$ cat src/rtl/sp_ram_fifo_ctrl_if.sv
// Signal bundle between the FIFO controller, its push/pop streams and the single-port RAM.
// The slave side is the controller; the master side is whoever drives streams and RAM data.
interface sp_ram_fifo_ctrl_if #(
    parameter int DATA_WIDTH = 8,
    parameter int DEPTH      = 256,
    parameter int ADDR_WIDTH = $clog2(DEPTH)
);
    logic                  wr_vld;
    logic                  wr_rdy;
    logic [DATA_WIDTH-1:0] wr_dat;
    logic                  rd_vld;
    logic                  rd_rdy;
    logic [DATA_WIDTH-1:0] rd_dat;
    logic [ADDR_WIDTH+1:0] count;
    logic [ADDR_WIDTH-1:0] ram_addr_r;
    logic [ADDR_WIDTH-1:0] ram_addr_w;
    logic                  ram_read_en;
    logic                  ram_write_en;
    logic [DATA_WIDTH-1:0] ram_data_in;
    logic [DATA_WIDTH-1:0] ram_data_out;

    modport master (
        output wr_vld, wr_dat, rd_rdy, ram_data_out,
        input  wr_rdy, rd_vld, rd_dat, count,
        input  ram_addr_r, ram_addr_w, ram_read_en, ram_write_en, ram_data_in
    );

    modport slave (
        input  wr_vld, wr_dat, rd_rdy, ram_data_out,
        output wr_rdy, rd_vld, rd_dat, count,
        output ram_addr_r, ram_addr_w, ram_read_en, ram_write_en, ram_data_in
    );
endinterface

$ cat src/rtl/sp_ram_fifo_ctrl.sv
// FIFO controller over a single-port SRAM: one RAM access per cycle, read latency
// absorbed by a 2-entry skid buffer, giving DEPTH + 2 words of storage.
module sp_ram_fifo_ctrl #(
    parameter int DATA_WIDTH = 8,
    parameter int DEPTH      = 256,
    parameter int ADDR_WIDTH = $clog2(DEPTH)
) (
    input logic               clk,
    input logic               rst_n,
    sp_ram_fifo_ctrl_if.slave bus
);
    localparam logic [ADDR_WIDTH:0]   RAM_FULL = (ADDR_WIDTH+1)'(DEPTH);
    localparam logic [ADDR_WIDTH:0]   CNT_ONE  = (ADDR_WIDTH+1)'(1);
    localparam logic [ADDR_WIDTH-1:0] PTR_ONE  = ADDR_WIDTH'(1);

    logic [ADDR_WIDTH-1:0]             wptr, rptr;
    logic [ADDR_WIDTH:0]               ram_cnt;
    logic                              inflight;
    logic [1:0][DATA_WIDTH-1:0]        skid;
    logic                              head, tail;
    logic [1:0]                        out_cnt;

    logic [1:0] occ;
    logic       room, starve, full;
    logic       wen, ren, pop;

    // Words already committed to the output side (held or on their way from the RAM).
    assign occ    = out_cnt + {1'b0, inflight};
    assign room   = occ < 2'd2;
    assign starve = (ram_cnt != '0) && (occ == 2'd0);
    assign full   = (ram_cnt == RAM_FULL);

    assign wen = bus.wr_vld && bus.wr_rdy;
    assign ren = (ram_cnt != '0) && room && !wen;
    assign pop = bus.rd_vld && bus.rd_rdy;

    assign bus.wr_rdy       = !full && !starve;
    assign bus.ram_write_en = wen;
    assign bus.ram_read_en  = ren;
    assign bus.ram_addr_w   = wptr;
    assign bus.ram_addr_r   = rptr;
    assign bus.ram_data_in  = bus.wr_dat;
    assign bus.rd_vld       = (out_cnt != 2'd0);
    assign bus.rd_dat       = skid[head];
    assign bus.count        = (ADDR_WIDTH+2)'(ram_cnt) + (ADDR_WIDTH+2)'(occ);

    // NOTE: all state uses non-blocking assignments so every update sees pre-edge values.
    always_ff @(posedge clk or negedge rst_n) begin
        if (!rst_n) begin
            wptr     <= '0;
            rptr     <= '0;
            ram_cnt  <= '0;
            inflight <= 1'b0;
            out_cnt  <= 2'd0;
            head     <= 1'b0;
            tail     <= 1'b0;
            // NOTE: the two skid words are reset so rd_dat reads 0; the RAM array is never reset.
            skid     <= '0;
        end else begin
            inflight <= ren;
            if (wen) wptr <= wptr + PTR_ONE;
            if (ren) rptr <= rptr + PTR_ONE;

            case ({wen, ren})
                2'b10:   ram_cnt <= ram_cnt + CNT_ONE;
                2'b01:   ram_cnt <= ram_cnt - CNT_ONE;
                default: ram_cnt <= ram_cnt;
            endcase

            // A read is only issued when the skid has room, so this push never overflows.
            if (inflight) begin
                skid[tail] <= bus.ram_data_out;
                tail       <= ~tail;
            end
            if (pop) head <= ~head;

            case ({inflight, pop})
                2'b10:   out_cnt <= out_cnt + 2'd1;
                2'b01:   out_cnt <= out_cnt - 2'd1;
                default: out_cnt <= out_cnt;
            endcase
        end
    end
endmodule

$ cat src/flat_wrapper.sv
// flat-port wrapper written by rule: the top's interface ports become plain ports
module sp_ram_fifo_ctrl_flat 
#(
    parameter int DATA_WIDTH = 8,
    parameter int DEPTH      = 256,
    parameter int ADDR_WIDTH = $clog2(DEPTH)
)
  (clk, rst_n, bus_wr_vld, bus_wr_dat, bus_rd_rdy, bus_ram_data_out, bus_wr_rdy, bus_rd_vld, bus_rd_dat, bus_count, bus_ram_addr_r, bus_ram_addr_w, bus_ram_read_en, bus_ram_write_en, bus_ram_data_in);
  sp_ram_fifo_ctrl_if #(.DATA_WIDTH(DATA_WIDTH), .DEPTH(DEPTH), .ADDR_WIDTH(ADDR_WIDTH)) bus_i ();
  input logic clk;
  input logic rst_n;
  input wire logic [$bits(bus_i.wr_vld)-1:0] bus_wr_vld;
  input wire logic [$bits(bus_i.wr_dat)-1:0] bus_wr_dat;
  input wire logic [$bits(bus_i.rd_rdy)-1:0] bus_rd_rdy;
  input wire logic [$bits(bus_i.ram_data_out)-1:0] bus_ram_data_out;
  output wire logic [$bits(bus_i.wr_rdy)-1:0] bus_wr_rdy;
  output wire logic [$bits(bus_i.rd_vld)-1:0] bus_rd_vld;
  output wire logic [$bits(bus_i.rd_dat)-1:0] bus_rd_dat;
  output wire logic [$bits(bus_i.count)-1:0] bus_count;
  output wire logic [$bits(bus_i.ram_addr_r)-1:0] bus_ram_addr_r;
  output wire logic [$bits(bus_i.ram_addr_w)-1:0] bus_ram_addr_w;
  output wire logic [$bits(bus_i.ram_read_en)-1:0] bus_ram_read_en;
  output wire logic [$bits(bus_i.ram_write_en)-1:0] bus_ram_write_en;
  output wire logic [$bits(bus_i.ram_data_in)-1:0] bus_ram_data_in;
  assign bus_i.wr_vld = bus_wr_vld;
  assign bus_i.wr_dat = bus_wr_dat;
  assign bus_i.rd_rdy = bus_rd_rdy;
  assign bus_i.ram_data_out = bus_ram_data_out;
  assign bus_wr_rdy = bus_i.wr_rdy;
  assign bus_rd_vld = bus_i.rd_vld;
  assign bus_rd_dat = bus_i.rd_dat;
  assign bus_count = bus_i.count;
  assign bus_ram_addr_r = bus_i.ram_addr_r;
  assign bus_ram_addr_w = bus_i.ram_addr_w;
  assign bus_ram_read_en = bus_i.ram_read_en;
  assign bus_ram_write_en = bus_i.ram_write_en;
  assign bus_ram_data_in = bus_i.ram_data_in;
  sp_ram_fifo_ctrl #(.DATA_WIDTH(DATA_WIDTH), .DEPTH(DEPTH), .ADDR_WIDTH(ADDR_WIDTH)) u_core (.clk(clk), .rst_n(rst_n), .bus(bus_i));
endmodule
$ cat config.mk
export PLATFORM = sky130hd
export DESIGN_NAME = sp_ram_fifo_ctrl_flat
export DESIGN_NICKNAME = d
export VERILOG_FILES = /design/src/rtl/sp_ram_fifo_ctrl_if.sv /design/src/rtl/sp_ram_fifo_ctrl.sv /design/src/flat_wrapper.sv
export SDC_FILE = /design/constraint.sdc
export NUM_CORES = 1
export LEC_CHECK = 0
export CELL_PAD_IN_SITES_DETAIL_PLACEMENT = 0
export CELL_PAD_IN_SITES_GLOBAL_PLACEMENT = 2
export CORE_ASPECT_RATIO = 0.7
export CORE_MARGIN = 4
export CORE_UTILIZATION = 34
export DETAILED_ROUTE_END_ITERATION = 6
export GPL_TIMING_DRIVEN = 0
export HOLD_SLACK_MARGIN = 0.03
export PLACE_DENSITY = 0.88
export RECOVER_POWER = 25
export SLEW_MARGIN = 10
export SYNTH_ARGS = -nofsm -noshare
export SYNTH_HDL_FRONTEND = slang
export SYNTH_SLANG_ARGS = --single-unit
$ cat constraint.sdc
create_clock -name clk -period 4.4 [get_ports clk]
set_input_delay 0.88 -clock clk [delete_from_list [all_inputs] [get_ports clk]]
set_output_delay 0.88 -clock clk [all_outputs]
set_load 0.05 [all_outputs]
# Word-level counts from Yosys, hierarchy flattened
# Index checks and enable logic that the tools add are counted.
# word_totals
register_bits	46
latch_bits	0
mem_bits_rw	0
rom_bits	0
input_bits	20
wordCells	50
memories	0
# classes
n_addsub	8
multipliers	0
div_mod_pow	0
n_lt_le_gt_ge	4
n_eq_ne	5
n_shift	0
muxes	7
bitwise	2
n_reduce_logical	15
# op_table
operator	n
8-bit two-way mux	3
9-bit case mux with 2 select lines	1
8-bit by 1-bit adder with 8-bit output (second input constant)	2
16-bit bitwise mux	1
9-bit by 2-bit adder with 10-bit output	1
9-bit by 1-bit adder with 9-bit output (second input constant)	1
9-bit == test (second input constant)	1
9-bit nonzero test	1
9-bit by 1-bit subtractor with 9-bit output (second input constant)	1
8-bit demux with 1-bit select	1
1-bit logical AND	7
2-bit nonzero test	3
2-bit by 1-bit == test with 1-bit output (second input constant)	2
2-bit == test (second input constant)	2
1-bit by 2-bit < comparator with 1-bit output (second input constant)	2
2-bit case mux with 2 select lines	1
1-bit logical NOT	3
2-bit by 1-bit adder with 2-bit output	1
2-bit by 1-bit adder with 2-bit output (second input constant)	1
2-bit logical NOT	1
2-bit < comparator (second input constant)	1
1-bit inverter	2
2-bit by 1-bit subtractor with 2-bit output (second input constant)	1
1-bit >= comparator (second input constant)	1

# Depth between registers and ports, before layout
# depth
depth_word	10
ltp_mapped	10
mapped_depth_nobuf	9

# Least setup slack after synthesis
# OpenSTA, ideal clock, no wires.
# synth_path
path_kind	flip-flop to flip-flop
startpoint	reg u_core.ram_cnt[3]
endpoint	reg u_core.ram_cnt[7]
setup_ps	125
t_arrival_ps	3307
path_slack_ps	968
stages_incl_launch_ff	11
n_path_buf	1
path_cell_list	dfrtp_1 buf_2 nor4_1 nand2_1 a311oi_4 ha_1 a211oi_1 o21ai_0 a31oi_1 xnor2_1 mux2_4
# synth_between
elab_chain_len	9
# synth_lines
element	line_no	source
start, declared	sp_ram_fifo_ctrl.sv:17	logic [ADDR_WIDTH:0] ram_cnt;
start signal, assigned	sp_ram_fifo_ctrl.sv:65	2'b10: ram_cnt <= ram_cnt + CNT_ONE;
start signal, assigned	sp_ram_fifo_ctrl.sv:66	2'b01: ram_cnt <= ram_cnt - CNT_ONE;
start signal, assigned	sp_ram_fifo_ctrl.sv:67	default: ram_cnt <= ram_cnt;
9-bit nonzero test	sp_ram_fifo_ctrl.sv:30, sp_ram_fifo_ctrl.sv:34	
1-bit logical AND	sp_ram_fifo_ctrl.sv:30	assign starve = (ram_cnt != '0) && (occ == 2'd0);
1-bit logical NOT	sp_ram_fifo_ctrl.sv:37	assign bus.wr_rdy = !full && !starve;
1-bit logical AND	sp_ram_fifo_ctrl.sv:37	
1-bit logical AND	sp_ram_fifo_ctrl.sv:33	assign wen = bus.wr_vld && bus.wr_rdy;
1-bit logical NOT	sp_ram_fifo_ctrl.sv:34	assign ren = (ram_cnt != '0) && room && !wen;
1-bit logical AND (*)	sp_ram_fifo_ctrl.sv:34	
via bus_ram_read_en	flat_wrapper.sv:22	output wire logic [$bits(bus_i.ram_read_en)-1:0] bus_ram_read_en;
2-bit by 1-bit == test with 1-bit output or 2-bit == test (tied branches)	sp_ram_fifo_ctrl.sv:64	case ({wen, ren})
9-bit case mux with 2 select lines or 2-bit nonzero test (tied branches)	--	
# Mark *: on every way through the listed nets, which the timed path passes. The rest lies on a longest branch.
# A chain may end at the register's enable or synchronous reset.

# Worst setup path in the final report
# layout_path
startpoint	reg u_core.out_cnt[0]
endpoint	out bus_count[8]
# layout_between
elab_chain_len	2
# layout_lines
element	line_no	source
start, declared	sp_ram_fifo_ctrl.sv:21	logic [1:0] out_cnt;
start signal, assigned	sp_ram_fifo_ctrl.sv:78	2'b10: out_cnt <= out_cnt + 2'd1;
start signal, assigned	sp_ram_fifo_ctrl.sv:79	2'b01: out_cnt <= out_cnt - 2'd1;
start signal, assigned	sp_ram_fifo_ctrl.sv:80	default: out_cnt <= out_cnt;
2-bit by 1-bit adder with 2-bit output	sp_ram_fifo_ctrl.sv:28	assign occ = out_cnt + {1'b0, inflight};
9-bit by 2-bit adder with 10-bit output	sp_ram_fifo_ctrl.sv:45	assign bus.count = (ADDR_WIDTH+2)'(ram_cnt) + (ADDR_WIDTH+2)'(occ);
end, declared	flat_wrapper.sv:19	output wire logic [$bits(bus_i.count)-1:0] bus_count;
# Every way passes these cells.

==> flow_metrics.py <==
metrics = {
    "timing": {
        "setup_violations": 0,
        "tightest_slew_ns": 1.66,
        "maxSlewViolCount": 33,
        "fin_crit_sh_pct": 86.4,
        "finalHoldViolations": 0,
        "slew_headroom_pct": -10.6,
        "rsz0062_at_grt": "no",
        "skew_ns": 0.00649,
        "period_minus_slack_ns": 3.80,
        "max_freq_mhz": 263,
        "setup_tns_ns": 0,
        "hold_ws_ns": 0.477,
    },
    "clock_tree": {
        "cts_max_path_buffers": 2,
        "post_cts_buffers": 0,
        "cts_buffers": 5,
        "cts.sinks": 46,
        "clk_pin_slew_worst_paths_ns": 0.09,
        "root_buffer": "clkbuf_8",
        "clk_latency_ns": 0.29,
        "cts-htree-levels": 2,
        "ctsHoldBuffers": 0,
        "ctsResizeCount": 0,
        "cts_tree": "yes",
    },
    "synth": {
        "synth_cells": 210,
        "yosys_warnings": 0,
        "async_flop_share_pct": 100,
        "synth_nets": 245,
        "synth_ff_type": "dfrtp_1",
        "avgSynthCellArea_sq_um": 12.4,
        "synthesis.area_sq_mm": 0.00261,
        "yosysSeqAreaShare_pct": 44.2,
        "synth-seq-cells": 46,
        "synth-edff-count": 0,
        "ys_types": 38,
    },
    "floorplan": {
        "ioPinCount": 66,
        "dieHeight_um": 81.3,
        "core_sq_mm": 0.00738,
        "row_count": 26,
        "die-area_sq_mm": 0.00915,
        "fp.dieW_um": 113,
        "initial_core_util_pct": 35.3,
    },
    "place": {
        "hpwl_um": 4080,
        "gp_congestion": 0.781,
        "portBuffers": 57,
    },
    "layout": {
        "diodes": 0,
        "final_cell_mix": "clkdlybuf4s50_1 (56), dfrtp_1 (46), xnor2_1 (25), mux2_2 (25), ha_1 (13)",
        "layout_commonest_cell": "clkdlybuf4s50_1",
        "fill_cells": 688,
        "nNetsFinal": 315,
        "drive_above_1_share_pct": 22.4,
        "areaGrowthSynthToFinish_pct": 33.7,
    },
    "detailed_routing": {
        "routed_wl_um": 5510,
        "wl_per_cell_um": 14.5,
        "drt_first_pass_iters": 4,
        "ant_nets": 0,
        "via_per_inst": 4.83,
        "num_vias": 1829,
        "drc": 0,
        "drtIter0Drc": 52,
    },
    "worst_setup_path": {
        "ff2ff_path_depth": 11,
        "cp-start-kind": "register",
        "worst-setup-path-type": "register to primary output",
        "worstPathArrival_ns": 2.92,
        "cp-end-kind": "primary output",
        "worstPathMaxFanout": 4,
        "required_ns": 3.52,
    },
    "min_path": {
        "hold_path_class": "register to register",
        "whs_path_depth": 1,
    },
    "global_route": {
        "track_usage_pct": 12.6,
        "grt_first_pass_wirelength_um": 9290,
        "antenna_found_initial": 0,
        "globalRouteOverflowTotal": 0,
        "grt_max_degree": 33,
        "grt_pass1_vias": 1889,
    },
    "status": {
        "status": "finished with violations",
        "violations": "capacitance limit, slew limit",
    },
    "job": {
        "maxCapViolCount": 1,
    },
}
[synthesized netlist by cell type, types with 2 or more instances]
master | number | area share [%]
nor2_1 | 3 | 0.43
a21o_1 | 3 | 0.86
nor4_1 | 2 | 0.48
and2_1 | 4 | 0.96
a31oi_1 | 2 | 0.48
dfrtp_1 | 46 | 44
buf_2 | 2 | 0.38
o21ai_0 | 3 | 0.58
xor2_1 | 9 | 3.0
mux2_2 | 25 | 11
nand2_1 | 8 | 1.2
nand4_1 | 8 | 1.9
buf_4 | 8 | 2.3
clkbuf_1 | 2 | 0.29
fa_1 | 2 | 1.5
mux2_4 | 7 | 4.0
a21oi_1 | 5 | 0.96
xnor2_1 | 25 | 8.4
and3_1 | 6 | 1.4
nand3_1 | 9 | 1.7
ha_1 | 13 | 6.2
or4_4 | 2 | 0.86
[kinds of logic after synthesis]
| group | synth area share, % |
|---|---|
| simple gates | 10.9 |
| buf+inv | 3.12 |
| xor+xnor | 12.5 |
| mux | 15.7 |
| compound gates | 5.95 |
| flops | 44.2 |
| fa+ha+maj | 7.78 |
[final timing paths]
check / start / slack, ns / to
min: u_core.bus.ram_addr_r[7] / 0.48 / u_core.bus.ram_addr_r[7]
min in group asynchronous: rst_n / 0.65 / u_core.bus.ram_addr_r[6]
min reg2reg: u_core.bus.ram_addr_r[7] / 0.48 / u_core.bus.ram_addr_r[7]
max reg2reg: u_core.ram_cnt[0] / 1.28 / u_core.ram_cnt[6]
max in group asynchronous: rst_n / 1.75 / u_core.out_cnt[0]
max: u_core.out_cnt[0] / 0.60 / bus_count[8]
[state kept, by name, indices dropped and copies added, names as in the netlist]
signal,count
u_core.out_cnt,2
u_core.skid,16
u_core.inflight,1
u_core.bus.ram_addr_w,8
u_core.ram_cnt,9
u_core.tail,1
u_core.head,1
u_core.bus.ram_addr_r,8
[critical path: stages, from the launching register on]
cell and delay [ns]:
dfrtp_1 0.43, ha_1 0.40, ha_1 0.25, fa_1 0.46
nand3_1 0.14, xnor2_1 0.12, clkdlybuf4s50_1 0.82
[layout make-up]
| type | count | area, sq um | area share, % |
|---|---|---|---|
| Sequential cell | 46 | 1150 | 33.0 |
| Timing Repair Buffer | 63 | 618 | 17.7 |
| Tap cell | 98 | 123 | 3.52 |
| Buffer | 12 | 77.6 | 2.23 |
| Multi-Input combinational cell | 151 | 1370 | 39.4 |
| Inverter | 1 | 3.75 | 0.108 |
| Clock inverter | 3 | 68.8 | 1.97 |
| Clock buffer | 5 | 68.8 | 1.97 |
[metrics by stage]
stage	cell area, sq um	setup WS [ns]	utilization [%]	std cells
6_report	3480	0.597	47.2	379
5_1_grt	3480	0.422	47.2	379
4_1_cts	3450	0.173	46.7	374
3_5_place_dp	3310	0.223	44.9	366
3_3_place_gp	3300	0.209	44.7	365
2_1_floorplan	2610	0.968	-	210
[layer usage]
metal | wire, um | global-route usage, % | vias up | share of wire [%]
met4 | 8 | 2.16 | 0 | 0.15
li1 | - | - | 889 | -
met3 | 333 | 3.87 | 2 | 6.0
met5 | 0 | 0 | - | 0
met2 | 2500 | 19.1 | 48 | 45
met1 | 2670 | 17.8 | 890 | 48
Power is left out: the tool's default activity adds up to more than one toggle a clock period on the data nets, which glitch-free logic cannot reach.
